**src/rtl/csr_ctrl.sv**
```systemverilog
// Execute-stage CSR requester: CSR read-modify-write, trap entry and MRET sequencing with PC redirect.
// CSR op responds 2 cycles after accept; req_ready is low in every state but IDLE, so new requests stall.
module csr_ctrl #(
    parameter int XLEN     = 32,
    parameter bit RO_CHECK = 1'b1
) (
    input  logic            clk,
    input  logic            rst,
    input  logic            req_valid,
    output logic            req_ready,
    input  logic [2:0]      req_op,
    input  logic [11:0]     req_addr,
    input  logic [XLEN-1:0] req_rs1,
    input  logic [4:0]      req_rs1_idx,
    input  logic            req_exc,
    input  logic [3:0]      req_ecause,
    input  logic [XLEN-1:0] req_epc,
    input  logic [XLEN-1:0] req_etval,
    input  logic            req_mret,
    output logic            resp_valid,
    output logic [XLEN-1:0] resp_rdata,
    output logic            resp_illegal,
    output logic            redirect_valid,
    output logic [XLEN-1:0] redirect_pc,
    output logic            retire,
    output logic            crden,
    output logic [11:0]     craddr,
    input  logic [XLEN-1:0] crdata,
    output logic            cwren,
    output logic [11:0]     cwaddr,
    output logic [XLEN-1:0] cwdata,
    output logic            cexception,
    output logic [XLEN-1:0] cepc,
    output logic [3:0]      cecause,
    output logic [XLEN-1:0] cetval,
    output logic            cmret,
    input  logic            cexc_done,
    input  logic            cmret_done,
    input  logic [XLEN-1:0] cmtvec,
    input  logic [XLEN-1:0] cmepc
);

    typedef enum logic [2:0] {
        S_IDLE, S_RD, S_WR, S_TRAP, S_TWAIT, S_MRET, S_MWAIT, S_REDIR
    } state_t;

    state_t            state_q, state_d;
    logic [2:0]        op_q, op_d;
    logic [11:0]       addr_q, addr_d;
    logic [XLEN-1:0]   rs1_q, rs1_d;
    logic [4:0]        idx_q, idx_d;

    logic              req_ready_q, req_ready_d;
    logic              resp_valid_q, resp_valid_d;
    logic [XLEN-1:0]   resp_rdata_q, resp_rdata_d;
    logic              resp_illegal_q, resp_illegal_d;
    logic              redirect_valid_q, redirect_valid_d;
    logic [XLEN-1:0]   redirect_pc_q, redirect_pc_d;
    logic              retire_q, retire_d;
    logic              crden_q, crden_d;
    logic [11:0]       craddr_q, craddr_d;
    logic              cwren_q, cwren_d;
    logic [11:0]       cwaddr_q, cwaddr_d;
    logic [XLEN-1:0]   cwdata_q, cwdata_d;
    logic              cexception_q, cexception_d;
    logic [XLEN-1:0]   cepc_q, cepc_d;
    logic [3:0]        cecause_q, cecause_d;
    logic [XLEN-1:0]   cetval_q, cetval_d;
    logic              cmret_q, cmret_d;

    logic [XLEN-1:0]   src;
    logic [XLEN-1:0]   new_val;
    logic              wr_req;
    logic              illegal;

    // Read-modify-write datapath, evaluated while the read is on the bus in RD.
    always_comb begin
        src = op_q[2] ? {{(XLEN-5){1'b0}}, idx_q} : rs1_q;
        case (op_q[1:0])
            2'b10:   new_val = crdata | src;
            2'b11:   new_val = crdata & ~src;
            default: new_val = src;
        endcase
        wr_req  = (op_q[1:0] == 2'b01) || (idx_q != 5'd0);
        illegal = (RO_CHECK && wr_req && (addr_q[11:10] == 2'b11)) || (op_q[1:0] == 2'b00);
    end

    always_comb begin
        state_d          = state_q;
        op_d             = op_q;
        addr_d           = addr_q;
        rs1_d            = rs1_q;
        idx_d            = idx_q;
        req_ready_d      = 1'b0;
        resp_valid_d     = 1'b0;
        resp_rdata_d     = '0;
        resp_illegal_d   = 1'b0;
        redirect_valid_d = 1'b0;
        redirect_pc_d    = '0;
        retire_d         = 1'b0;
        crden_d          = 1'b0;
        craddr_d         = '0;
        cwren_d          = 1'b0;
        cwaddr_d         = '0;
        cwdata_d         = '0;
        cexception_d     = 1'b0;
        cepc_d           = '0;
        cecause_d        = '0;
        cetval_d         = '0;
        cmret_d          = 1'b0;

        // Outputs are registered, so each branch drives what the next state presents.
        case (state_q)
            S_IDLE: begin
                if (req_valid && req_ready_q) begin
                    op_d   = req_op;
                    addr_d = req_addr;
                    rs1_d  = req_rs1;
                    idx_d  = req_rs1_idx;
                    if (req_exc) begin
                        state_d      = S_TRAP;
                        cexception_d = 1'b1;
                        cepc_d       = req_epc;
                        cecause_d    = req_ecause;
                        cetval_d     = req_etval;
                    end else if (req_mret) begin
                        state_d = S_MRET;
                        cmret_d = 1'b1;
                    end else begin
                        state_d  = S_RD;
                        crden_d  = 1'b1;
                        craddr_d = req_addr;
                    end
                end else begin
                    req_ready_d = 1'b1;
                end
            end
            S_RD: begin
                state_d        = S_WR;
                cwren_d        = wr_req && !illegal;
                cwaddr_d       = addr_q;
                cwdata_d       = new_val;
                resp_valid_d   = 1'b1;
                resp_rdata_d   = crdata;
                resp_illegal_d = illegal;
                retire_d       = !illegal;
            end
            S_TRAP:  state_d = S_TWAIT;
            S_TWAIT: begin
                if (cexc_done) begin
                    state_d          = S_REDIR;
                    redirect_valid_d = 1'b1;
                    redirect_pc_d    = cmtvec;
                end
            end
            S_MRET:  state_d = S_MWAIT;
            S_MWAIT: begin
                if (cmret_done) begin
                    state_d          = S_REDIR;
                    redirect_valid_d = 1'b1;
                    redirect_pc_d    = cmepc;
                end
            end
            default: begin
                state_d     = S_IDLE;
                req_ready_d = 1'b1;
            end
        endcase
    end

    always_ff @(posedge clk) begin
        if (!rst) begin
            state_q          <= S_IDLE;
            op_q             <= '0;
            addr_q           <= '0;
            rs1_q            <= '0;
            idx_q            <= '0;
            req_ready_q      <= 1'b1;
            resp_valid_q     <= 1'b0;
            resp_rdata_q     <= '0;
            resp_illegal_q   <= 1'b0;
            redirect_valid_q <= 1'b0;
            redirect_pc_q    <= '0;
            retire_q         <= 1'b0;
            crden_q          <= 1'b0;
            craddr_q         <= '0;
            cwren_q          <= 1'b0;
            cwaddr_q         <= '0;
            cwdata_q         <= '0;
            cexception_q     <= 1'b0;
            cepc_q           <= '0;
            cecause_q        <= '0;
            cetval_q         <= '0;
            cmret_q          <= 1'b0;
        end else begin
            state_q          <= state_d;
            op_q             <= op_d;
            addr_q           <= addr_d;
            rs1_q            <= rs1_d;
            idx_q            <= idx_d;
            req_ready_q      <= req_ready_d;
            resp_valid_q     <= resp_valid_d;
            resp_rdata_q     <= resp_rdata_d;
            resp_illegal_q   <= resp_illegal_d;
            redirect_valid_q <= redirect_valid_d;
            redirect_pc_q    <= redirect_pc_d;
            retire_q         <= retire_d;
            crden_q          <= crden_d;
            craddr_q         <= craddr_d;
            cwren_q          <= cwren_d;
            cwaddr_q         <= cwaddr_d;
            cwdata_q         <= cwdata_d;
            cexception_q     <= cexception_d;
            cepc_q           <= cepc_d;
            cecause_q        <= cecause_d;
            cetval_q         <= cetval_d;
            cmret_q          <= cmret_d;
        end
    end

    // MRET retires in the very cycle the CSR file acknowledges it, ahead of the redirect.
    assign retire         = retire_q || ((state_q == S_MWAIT) && cmret_done);
    assign req_ready      = req_ready_q;
    assign resp_valid     = resp_valid_q;
    assign resp_rdata     = resp_rdata_q;
    assign resp_illegal   = resp_illegal_q;
    assign redirect_valid = redirect_valid_q;
    assign redirect_pc    = redirect_pc_q;
    assign crden          = crden_q;
    assign craddr         = craddr_q;
    assign cwren          = cwren_q;
    assign cwaddr         = cwaddr_q;
    assign cwdata         = cwdata_q;
    assign cexception     = cexception_q;
    assign cepc           = cepc_q;
    assign cecause        = cecause_q;
    assign cetval         = cetval_q;
    assign cmret          = cmret_q;

endmodule

```
**config.mk**
```make
export PLATFORM = sky130hd
export DESIGN_NAME = csr_ctrl
export DESIGN_NICKNAME = d
export VERILOG_FILES = /design/src/rtl/csr_ctrl.sv
export SDC_FILE = /design/constraint.sdc
export NUM_CORES = 1
export LEC_CHECK = 0
export ABC_AREA = 1
export CORE_AREA = 8 8 157 159
export CTS_CLUSTER_DIAMETER = 80
export DETAILED_ROUTE_END_ITERATION = 12
export DIE_AREA = 0 0 165 167
export PLACE_DENSITY = 0.76
export SLEW_MARGIN = 20
export SYNTH_ARGS = -nofsm -noshare
export SYNTH_HDL_FRONTEND = slang
export SYNTH_SLANG_ARGS = --single-unit
```
**constraint.sdc**
```tcl
create_clock -name clk -period 4.2 [get_ports clk]
set_input_delay 0.84 -clock clk [delete_from_list [all_inputs] [get_ports clk]]
set_output_delay 0.84 -clock clk [all_outputs]
set_load 0.02 [all_outputs]
```
# == Yosys cells after proc, flatten, opt, wreduce, memory -nomap -nowiden ==
# Index checks and enable logic that the tools add are counted.
# classes
n_addsub,0
mul,0
div_mod_pow,0
n_lt_le_gt_ge,0
n_eq_ne,12
shifts,0
mux,20
n_bitwise,6
reduce_logical,19
# ops
cell,n
32-bit case mux with 2 select lines,2
32-bit two-way mux,3
32-bit bitwise AND,1
32-bit inverter,1
32-bit OR,1
3-bit case mux with 6 select lines,1
3-bit two-way mux,5
5-bit OR reduction,2
"3-bit == test, second input constant",3
1-bit two-way mux,7
"2-bit == test, second input constant",3
"2-bit != test, second input constant",3
3-bit AND reduction,2
5-bit nonzero test,1
1-bit logical AND,4
1-bit case mux with 2 select lines,2
2-bit AND reduction,2
4-bit AND reduction,1
4-bit OR reduction,1
"3-bit by 1-bit == test with 1-bit output, second input constant",1
"3-bit by 2-bit == test with 1-bit output, second input constant",1
3-bit zero test,1
1-bit logical OR,3
1-bit inverter,3
other kinds (3),3
# totals
register_bits,252
latchBits,0
ramBits,0
rom_bits,0
inputBits,223
out_inout_bits,197
wordCells,79
n_memories,0

# == Longest topological paths before layout ==
# Gate-level depths: netlist (run 1).
# logic_depth
word_depth,6
depth_mapped,8
ltp_nobuf,7

# == Least setup slack after synthesis (run 1) ==
# No wires, ideal clock.
# synth_path
kind,input -> output
start,input port cmret_done
end,output port retire
arrival_time_ps,1319
setup_slack_ps,2041
stages,3
cell_sequence,inv_1 -> nor3_4 -> or2_2
# synth_via
elab_chain_len,2
# synth_rtl
element,line_no,text
from (decl),38,"input logic cmret_done,"
1-bit logical AND,222,assign retire = retire_q || ((state_q == S_MWAIT) && cmret_done);
1-bit logical OR,222,
to (decl),25,"output logic retire,"
# Every way passes these cells.

# == Worst setup path after layout (run 1) ==
# Ends and elaborated chain as after synthesis.

==> impl_metrics.py, run 1 <==
metrics = {
    "timing": {
        "setup_viol": 0,
        "tightest_slew_ps": 1080,
        "tns_ps": 0,
        "finalCriticalPeriod_ps": 3140,
        "fin_worst_skew_ps": 6.64,
        "hold_violations": 0,
        "rsz0062_at_grt": "false",
        "period_share_pct": 74.8,
        "max-slew-margin-rel_pct": 28.3,
        "slew_viol_final": 0,
        "finalWorstSetupSlack_ps": 1060,
        "timing.fmax_ghz": 0.318,
    },
    "yosys": {
        "synth_common_cells": "dfxtp_1, nand2_1, nor2_1",
        "synth_ff_type": "dfxtp_1",
        "synth-edff-count": 0,
        "ys_types": 25,
        "synth_most_common_cell": "dfxtp_1",
        "ys_seq_area_share_pct": 60.8,
        "ys_seq_elements": 252,
        "yosysWarnings": 0,
        "synth.area.top_cells": "dfxtp_1, nand2_1, nor2_1, inv_1, a21oi_1",
        "syn_nets": 1210,
        "synth_area_sq_um": 8300,
        "syn_inst": 987,
        "synth_async_sr_flop_share_pct": 0,
        "syn_avg_cell_area_sq_um": 8.41,
        "synth.largest_area_cell": "dfxtp_1",
        "synth_top_area_share_pct": 60.8,
    },
    "layout": {
        "fin_nets": 1613,
        "finalInstanceArea_sq_um": 13600,
        "syn_to_final_growth_pct": 63.5,
        "drive_above_1_share_pct": 6.39,
        "fillers": 1862,
    },
    "run": {
        "maxCapViolCount": 0,
    },
    "die": {
        "core.rowCount": 55,
        "die_h_um": 167,
        "die_w_um": 165,
        "placeableCoreArea_sq_um": 22200,
        "pin_count": 420,
        "start_util_pct": 37.3,
        "dieArea_sq_um": 27600,
    },
    "pwr": {
        "pwr-share-clk_pct": 35.6,
        "sw_frac_of_total_pct": 29.5,
        "power.share.sequential_pct": 41.3,
        "combPwrFrac_pct": 23.1,
        "powerDensity_nw_per_um2": 503,
        "p_leak_nw": 5.45,
        "p_sw_mw": 2.01,
        "peakVddDrop_mv": 0.390,
        "intPower_mw": 4.82,
    },
    "drt": {
        "drt-total-wl_um": 29800,
        "viasPerCell": 4.50,
        "drc_errors": 0,
        "ant_nets": 0,
        "drt_iter0_markers": 423,
        "wl_per_cell_um": 17.6,
        "via_count": 7633,
        "first_pass_iters": 7,
    },
    "clock_tree": {
        "root_buffer": "clkbuf_16",
        "cts_tree": "done",
        "clk_path_buf_depth": 3,
        "cts_hold_buf": 0,
        "ctsResizeCount": 0,
        "htree_levels": 1,
        "postCtsSetupBuffers": 0,
        "clkLatencyLatePin_ps": 510,
        "cts_num_sinks": 252,
        "path_clk_slew_ps": 60,
        "cts-buffers-inserted": 27,
    },
    "global_routing": {
        "grt_pass1_vias": 7495,
        "grtUsageTotal_pct": 20.4,
        "grt_pass1_wl_um": 43500,
        "overflow": 0,
        "grt_start_max_net_pins": 74,
        "antenna_found_initial": 2,
    },
    "outcome": {
        "status": "complete, no violations",
    },
    "critical_path": {
        "path_class": "input port to primary output",
        "critPathArrivalTime_ps": 2300,
        "endpoint_kind": "primary output",
        "crit_fanout": 2,
        "start_kind": "input port",
        "worstPathRequired_ps": 3360,
    },
    "placed_design": {
        "port_buffers": 419,
        "gp_congestion": 0.793,
        "place_hpwl_um": 22300,
        "place_area_sq_um": 12600,
        "dpl_worst_slack_ps": 1080,
    },
    "min_path": {
        "min_path_type": "register to register",
    },
}
-- power by group through the flow --
stage	Combinational [mW]	Clock [mW]	Sequential [mW]
floorplan	0.718	0	3.02
global placement	1.56	0	2.86
detailed placement	1.58	0	2.87
CTS	1.60	2.47	2.82
global route	1.73	2.59	2.85
finish	1.58	2.43	2.82
-- placed cells by master, fill, tap and decap left out, types with 13 or more instances in the layout --
master / instances
a211oi_1: 14
a211oi_2: 13
a21oi_1: 90
clkbuf_16: 27
clkdlybuf4s50_1: 419
dfxtp_1: 252
inv_1: 139
nand2_1: 200
nor2_1: 155
o21ai_0: 34
-- critical path, stage by stage --
cell and delay (ps):
clkdlybuf4s50_1 460, inv_1 80, nor3_4 180, or2_2 130
clkdlybuf4s50_1 610
-- cell families (layout without fill, tap and decap cells) --
kind of cell,Yosys count,after routing,share of synthesized area [%]
compound gates,153,153,10.9
buf+inv,199,620,9.81
flops,252,252,60.8
other cells,0,3,0
simple gates,383,383,18.5
-- cell type report --
class / count / area [sq um] / share of cell area [%]
inverters: 145 / 544 / 4.01
clock inverters: 15 / 190 / 1.40
well taps: 285 / 357 / 2.63
repair buffers: 428 / 4260 / 31.4
diodes: 3 / 7.51 / 0.0553
clock buffers: 32 / 724 / 5.34
flip-flops and latches: 252 / 5040 / 37.2
multi-input cells: 536 / 2440 / 18.0
-- metal layers --
| metal | track usage (%) | wire length (um) | vias to the layer above |
|---|---|---|---|
| met2 | 37.1 | 15300 | 316 |
| met1 | 21.7 | 10700 | 3465 |
| met5 | 0 | 0 | - |
| met4 | 5.53 | 707 | 0 |
| li1 | - | - | 3811 |
| met3 | 7.17 | 3050 | 41 |
-- flip-flops by register name, summed over array words and instances (netlist names), 3 cells and up --
signal and cells:
redirect_pc 32, cecause 4, state_q 3, idx_q 5
op_q 3, craddr 12, cetval 32, resp_rdata 32
rs1_q 32, cepc 32, cwaddr 12, addr_q 12
cwdata 32
-- per-stage QoR --
step	hold slack, ps	total power [mW]	instances	utilization (%)
final	436	6.83	1696	61.1
after global routing	459	7.17	1696	61.1
after CTS	440	6.89	1693	61.0
after detailed placement	429	4.45	1646	56.9
after global placement	425	4.42	1646	56.9
after floorplan	416	3.74	987	-
-- worst paths after layout --
check                          startpoint               endpoint  slack, ps  depth (start not counted)
setup reg to reg  state_q[1]$_SDFFE_PN0P_  cwdata[15]$_SDFF_PN0_       2030                          4
hold / removal     addr_q[9]$_SDFFE_PN0P_   cwaddr[9]$_SDFF_PN0_        440                          2
hold reg to reg    addr_q[9]$_SDFFE_PN0P_   cwaddr[9]$_SDFF_PN0_        440                          2
setup / recovery               cmret_done                 retire       1060                          5
No activity file was read; power rests on OpenSTA's default activity.
==> inputs of run 2 (changes only) <==
--- a/config.mk
+++ b/config.mk
@@ -6,11 +6,11 @@
 export NUM_CORES = 1
 export LEC_CHECK = 0
 export ABC_AREA = 1
-export CORE_AREA = 8 8 157 159
+export CORE_AREA = 8 8 158 160
 export CTS_CLUSTER_DIAMETER = 80
 export DETAILED_ROUTE_END_ITERATION = 12
-export DIE_AREA = 0 0 165 167
-export PLACE_DENSITY = 0.76
+export DIE_AREA = 0 0 166 168
+export PLACE_DENSITY = 0.75
 export SLEW_MARGIN = 20
 export SYNTH_ARGS = -nofsm -noshare
 export SYNTH_HDL_FRONTEND = slang
==> constraint.sdc (replaced) <==
create_clock -name clk -period 3.3 [get_ports clk]
set_input_delay 0.66 -clock clk [delete_from_list [all_inputs] [get_ports clk]]
set_output_delay 0.66 -clock clk [all_outputs]
set_load 0.02 [all_outputs]
==> run 2 against run 1 <==
  * Largest power group unchanged
  * Sequential power grew 27%
  * Largest cell class unchanged
  * Critical path depth shrank 1
  * Setup slack lost 610 ps
  * Combinational power grew 27%
  * Register-to-register slack lost 710 ps
  * Power grew 23%
  * Highest routed layer unchanged
  * Critical path type is now register to primary output
==> impl_metrics.py, run 2 (synthesized netlist as in run 1, its figures left out) <==
metrics = {
    "outcome": {
        "status": "complete, no violations",
    },
    "pwr": {
        "total_power_mw": 8.42,
        "pwr-share-clk_pct": 33.5,
        "p_leak_nw": 5.41,
        "intPower_mw": 5.92,
        "peakVddDrop_mv": 0.391,
        "combPwrFrac_pct": 23.9,
        "sw_frac_of_total_pct": 29.6,
        "powerDensity_nw_per_um2": 624,
        "power.share.sequential_pct": 42.6,
        "p_sw_mw": 2.49,
    },
    "layout": {
        "syn_to_final_growth_pct": 62.6,
        "drive_above_1_share_pct": 5.77,
        "final_common_cell": "clkdlybuf4s50_1",
        "fin_nets": 1611,
        "layout_common_cells": "clkdlybuf4s50_1, dfxtp_1, nand2_1, nor2_1, inv_1",
    },
    "global_routing": {
        "grt_pass1_wl_um": 44500,
        "overflow": 0,
        "grt_start_max_net_pins": 74,
        "grtUsageTotal_pct": 20.1,
        "antenna_found_initial": 2,
        "grt_pass1_vias": 7774,
    },
    "clock_tree": {
        "cts-buffers-inserted": 25,
        "clk_path_buf_depth": 3,
        "cts_hold_buf": 0,
        "root_buffer": "clkbuf_16",
        "postCtsSetupBuffers": 0,
        "path_clk_slew_ps": 60,
        "htree_levels": 1,
        "ctsResizeCount": 0,
        "cts_num_sinks": 252,
        "cts_tree": "done",
        "clkLatencyLatePin_ps": 520,
    },
    "critical_path": {
        "endpoint_kind": "primary output",
        "worstPathRequired_ps": 2640,
        "rr_endpoint": "craddr[7]$_SDFF_PP0_",
        "timing.rr.start": "state_q[1]$_SDFFE_PN0P_",
        "reg2reg_depth": 6,
        "start_kind": "register",
        "r2r_slack_ps": 1320,
        "critPathArrivalTime_ps": 2200,
        "path_class": "register to primary output",
        "crit_fanout": 8,
    },
    "die": {
        "dieArea_sq_um": 27900,
        "core.rowCount": 55,
        "die_w_um": 166,
        "die_h_um": 168,
        "start_util_pct": 37.1,
        "pin_count": 420,
        "placeableCoreArea_sq_um": 22400,
    },
    "drt": {
        "drt-total-wl_um": 29100,
        "first_pass_iters": 4,
        "drc_errors": 0,
        "via_count": 7509,
        "viasPerCell": 4.44,
        "ant_nets": 0,
        "drt_iter0_markers": 453,
        "wl_per_cell_um": 17.2,
    },
    "min_path": {
        "whs_path_depth": 2,
        "min_from": "addr_q[7]$_SDFFE_PN0P_",
        "min_path_type": "register to register",
        "min_to": "cwaddr[7]$_SDFF_PN0_",
    },
    "placed_design": {
        "gp_congestion": 0.810,
        "port_buffers": 419,
        "place_hpwl_um": 22400,
        "dpl_worst_slack_ps": 561,
    },
    "timing": {
        "finalWorstSetupSlack_ps": 445,
        "tns_ps": 0,
        "slew_viol_final": 0,
        "tightest_slew_ps": 739,
        "hold_violations": 0,
        "period_share_pct": 86.5,
        "max-slew-margin-rel_pct": 50.7,
        "fin_worst_skew_ps": 6.89,
        "finalCriticalPeriod_ps": 2860,
        "setup_viol": 0,
        "rsz0062_at_grt": "false",
        "timing.fmax_ghz": 0.350,
    },
    "run": {
        "maxCapViolCount": 0,
    },
}
==> run 2: worst max-delay path: stages, from the launching register on <==
cell and delay [ps]:
dfxtp_1 600, inv_1 150, nor3_4 200, or2_2 120
clkdlybuf4s50_1 590
==> run 2: how the worst max path moves through the flow <==
stage / endpoint / slack (ps) / cells past startpoint / startpoint
2_1_floorplan: retire / 1500 / 3 / cmret_done
3_3_place_gp: retire / 560 / 5 / cmret_done
3_5_place_dp: retire / 560 / 5 / cmret_done
4_1_cts: retire / 430 / 4 / state_q[1]$_SDFFE_PN0P_
5_1_grt: retire / 350 / 4 / state_q[1]$_SDFFE_PN0P_
6_report: retire / 440 / 4 / state_q[1]$_SDFFE_PN0P_
==> run 2: cell type report <==
type                            instances  area (sq um)
Tap cell                              285           357
Inverter                              145           544
Timing Repair Buffer                  428          4290
Clock inverter                          6          95.1
Clock buffer                           37           721
Fill cell                            1903          8870
Antenna cell                            2          5.00
Multi-Input combinational cell        536          2440
Sequential cell                       252          5040
==> run 2: power groups by stage <==
stage	clock network (mW)	registers, mW	logic [mW]
2_1_floorplan	0	3.84	0.913
3_3_place_gp	0	3.64	1.99
3_5_place_dp	0	3.65	2.03
4_1_cts	2.88	3.59	2.04
5_1_grt	3.02	3.63	2.20
6_report	2.82	3.59	2.01
==> run 2: stage by stage <==
step	hold WS [ps]	utilization, %	instances	cell area (sq um)
after floorplan	416	-	987	8300
after global placement	423	56.7	1646	12700
after detailed placement	430	56.7	1646	12700
after CTS	439	60.3	1689	13500
after global routing	447	60.3	1691	13500
final	434	60.3	1691	13500
==> run 2: metal layers <==
| metal | share of wire, % | GRT usage (%) | vias to the layer above | routed length, um |
|---|---|---|---|---|
| li1 | - | - | 3805 | - |
| met1 | 37 | 21.2 | 3375 | 10900 |
| met2 | 51 | 36.9 | 289 | 14800 |
| met3 | 9.0 | 7.53 | 40 | 2630 |
| met4 | 2.7 | 5.97 | 0 | 788 |
| met5 | 0 | 0 | - | 0 |
==> inputs of run 3 (changes only) <==
--- a/config.mk
+++ b/config.mk
@@ -6,11 +6,15 @@
 export NUM_CORES = 1
 export LEC_CHECK = 0
 export ABC_AREA = 1
-export CORE_AREA = 8 8 158 160
+export CELL_PAD_IN_SITES_DETAIL_PLACEMENT = 0
+export CELL_PAD_IN_SITES_GLOBAL_PLACEMENT = 2
+export CORE_ASPECT_RATIO = 1.5
+export CORE_MARGIN = 8
+export CORE_UTILIZATION = 23
 export CTS_CLUSTER_DIAMETER = 80
 export DETAILED_ROUTE_END_ITERATION = 12
-export DIE_AREA = 0 0 166 168
-export PLACE_DENSITY = 0.75
+export PLACE_DENSITY_LB_ADDON = 0.1
+export SKIP_LAST_GASP = 1
 export SLEW_MARGIN = 20
 export SYNTH_ARGS = -nofsm -noshare
 export SYNTH_HDL_FRONTEND = slang
==> constraint.sdc (replaced) <==
create_clock -name clk -period 3.5 [get_ports clk]
set_input_delay 0.7 -clock clk [delete_from_list [all_inputs] [get_ports clk]]
set_output_delay 0.7 -clock clk [all_outputs]
set_load 0.02 [all_outputs]
==> run 3 against run 2 <==
  * Combinational power decreased by 4%
  * Setup slack improved by 120 ps
  * Final cell count increased by 12%
  * Die area increased by 53%
  * Clock power increased by 3%
  * Routed wire length increased by 8.8%
  * Worst hold slack about the same
  * Sequential share of layout area decreased by 0.95 points
  * First-iteration DRC count decreased by 48%
  * Largest cell class unchanged
  * Largest power group unchanged
==> impl_metrics.py, run 3 (synthesized netlist as in run 1, its figures left out) <==
metrics = {
    "drt": {
        "drc_errors": 0,
        "first_pass_iters": 6,
        "viasPerCell": 3.95,
        "ant_nets": 0,
        "wl_per_cell_um": 16.8,
        "drt_iter0_markers": 234,
        "via_count": 7464,
        "drt-total-wl_um": 31700,
    },
    "clock_tree": {
        "ctsResizeCount": 0,
        "root_buffer": "clkbuf_16",
        "clkLatencyLatePin_ps": 550,
        "path_clk_slew_ps": 60,
        "cts_tree": "done",
        "cts-buffers-inserted": 28,
        "clk_path_buf_depth": 3,
        "cts_hold_buf": 0,
        "cts_num_sinks": 252,
        "postCtsSetupBuffers": 0,
        "htree_levels": 1,
    },
    "critical_path": {
        "path_cells": "inv_1 > nor3_4 > or2_2 > clkdlybuf4s50_1",
        "rr_endpoint": "cwdata[13]$_SDFF_PN0_",
        "reg2reg_depth": 5,
        "endpoint_kind": "primary output",
        "cp-startpoint": "state_q[1]$_SDFFE_PN0P_",
        "critPathSlowestCell": "clkdlybuf4s50_1",
        "path_class": "register to primary output",
        "start_kind": "register",
        "timing.rr.start": "state_q[0]$_SDFFE_PN0P_",
        "setup.worst_path.end": "retire",
        "critPathArrivalTime_ps": 2240,
        "worstPathRequired_ps": 2800,
        "r2r_slack_ps": 1300,
        "crit_fanout": 8,
        "slowest_delay_ps": 630,
    },
    "layout": {
        "final_common_cell": "clkdlybuf4s50_1",
        "fin_nets": 1616,
        "drive_above_1_share_pct": 6.46,
        "syn_to_final_growth_pct": 66.8,
        "layout_common_cells": "clkdlybuf4s50_1, dfxtp_1, nand2_1, nor2_1, inv_1",
    },
    "timing": {
        "fin_worst_skew_ps": 10.0,
        "timing.fmax_ghz": 0.340,
        "hold_violations": 0,
        "max-slew-margin-rel_pct": 46.1,
        "rsz0062_at_grt": "false",
        "whs_ps": 433,
        "slew_viol_final": 0,
        "setup_viol": 0,
        "finalCriticalPeriod_ps": 2940,
        "period_share_pct": 84.0,
        "tns_ps": 0,
        "tightest_slew_ps": 809,
    },
    "pwr": {
        "peakVddDrop_mv": 0.406,
        "p_leak_nw": 5.48,
        "intPower_mw": 5.74,
        "powerDensity_nw_per_um2": 593,
        "combPwrFrac_pct": 23.5,
        "sw_frac_of_total_pct": 30.1,
        "p_sw_mw": 2.47,
        "pwr-share-clk_pct": 35.4,
        "power.share.sequential_pct": 41.1,
    },
    "placed_design": {
        "place_hpwl_um": 23500,
        "port_buffers": 419,
        "gp_congestion": 0.719,
    },
    "die": {
        "start_util_pct": 23.2,
        "die_w_um": 171,
        "core.rowCount": 85,
        "pin_count": 420,
        "die_h_um": 249,
        "placeableCoreArea_sq_um": 35700,
        "dieArea_sq_um": 42500,
    },
    "global_routing": {
        "grt_pass1_wl_um": 47100,
        "overflow": 0,
        "grtUsageTotal_pct": 14.5,
        "grt_start_max_net_pins": 70,
        "antenna_found_initial": 4,
        "grt_pass1_vias": 7746,
    },
    "run": {
        "maxCapViolCount": 0,
    },
    "outcome": {
        "status": "complete, no violations",
    },
    "min_path": {
        "min_path_type": "register to register",
    },
}
-- run 3: cell count changes in the layout (fill, tap and decap cells not counted), sizes merged --
cell,previous run,this run
clkbuf,37,42
buf,9,12
bufinv,2,0
clkinv,3,5
inv,146,144
clkdlybuf4s50,419,418
-- run 3: worst max-delay path, delay by kind of cell, from the launching register on --
kind	cells	cell delay, ps
buffers and inverters	2	770
flip-flops	1	590
AND/OR/NAND/NOR	2	330
-- run 3: layout make-up --
type,instances,area [sq um]
Multi-Input combinational cell,536,2440
Sequential cell,252,5040
Tap cell,478,598
Antenna cell,2,5.00
Timing Repair Buffer,430,4310
Fill cell,3802,21900
Inverter,145,546
Clock inverter,4,20.0
Clock buffer,42,885
-- run 3: power groups by stage --
stage	clock network [mW]	registers, mW	logic [mW]
after floorplan	0	3.62	0.861
after global placement	0	3.43	1.98
after detailed placement	0	3.44	1.99
after CTS	3.05	3.38	2.00
after global routing	3.15	3.42	2.14
final	2.91	3.38	1.93
-- run 3: stage by stage --
step           worst slack (ps)  instances  util, %  instance area (sq um)  power (mW)
4_1_cts                     498       1887     38.7                  13800        8.43
3_3_place_gp                577       1841     36.2                  12900        5.42
5_1_grt                     438       1889     38.8                  13800        8.71
3_5_place_dp                589       1841     36.2                  12900        5.43
6_report                    561       1889     38.8                  13800        8.22
2_1_floorplan              1620        987        -                   8300        4.49
-- run 3: routing by layer --
layer | track usage (%) | vias up | share of wire, %
met3 | 5.33 | 48 | 9.5
met4 | 4.36 | 4 | 2.0
li1 | - | 3809 | -
met2 | 27.2 | 241 | 53
met1 | 14.4 | 3362 | 36
met5 | 0 | - | 0.069
-- run 3: worst min-delay path by stage --
stage / end / from / slack (ps) / cells past startpoint
finish: cwaddr[3]$_SDFF_PN0_ / addr_q[3]$_SDFFE_PN0P_ / 430 / 2
global route: resp_valid$_SDFF_PN0_ / rst / 450 / 3
CTS: resp_valid$_SDFF_PN0_ / rst / 420 / 3
floorplan: cwaddr[0]$_SDFF_PN0_ / addr_q[0]$_SDFFE_PN0P_ / 420 / 2
detailed placement: cwaddr[4]$_SDFF_PN0_ / addr_q[4]$_SDFFE_PN0P_ / 430 / 2
global placement: cwaddr[4]$_SDFF_PN0_ / addr_q[4]$_SDFFE_PN0P_ / 420 / 2
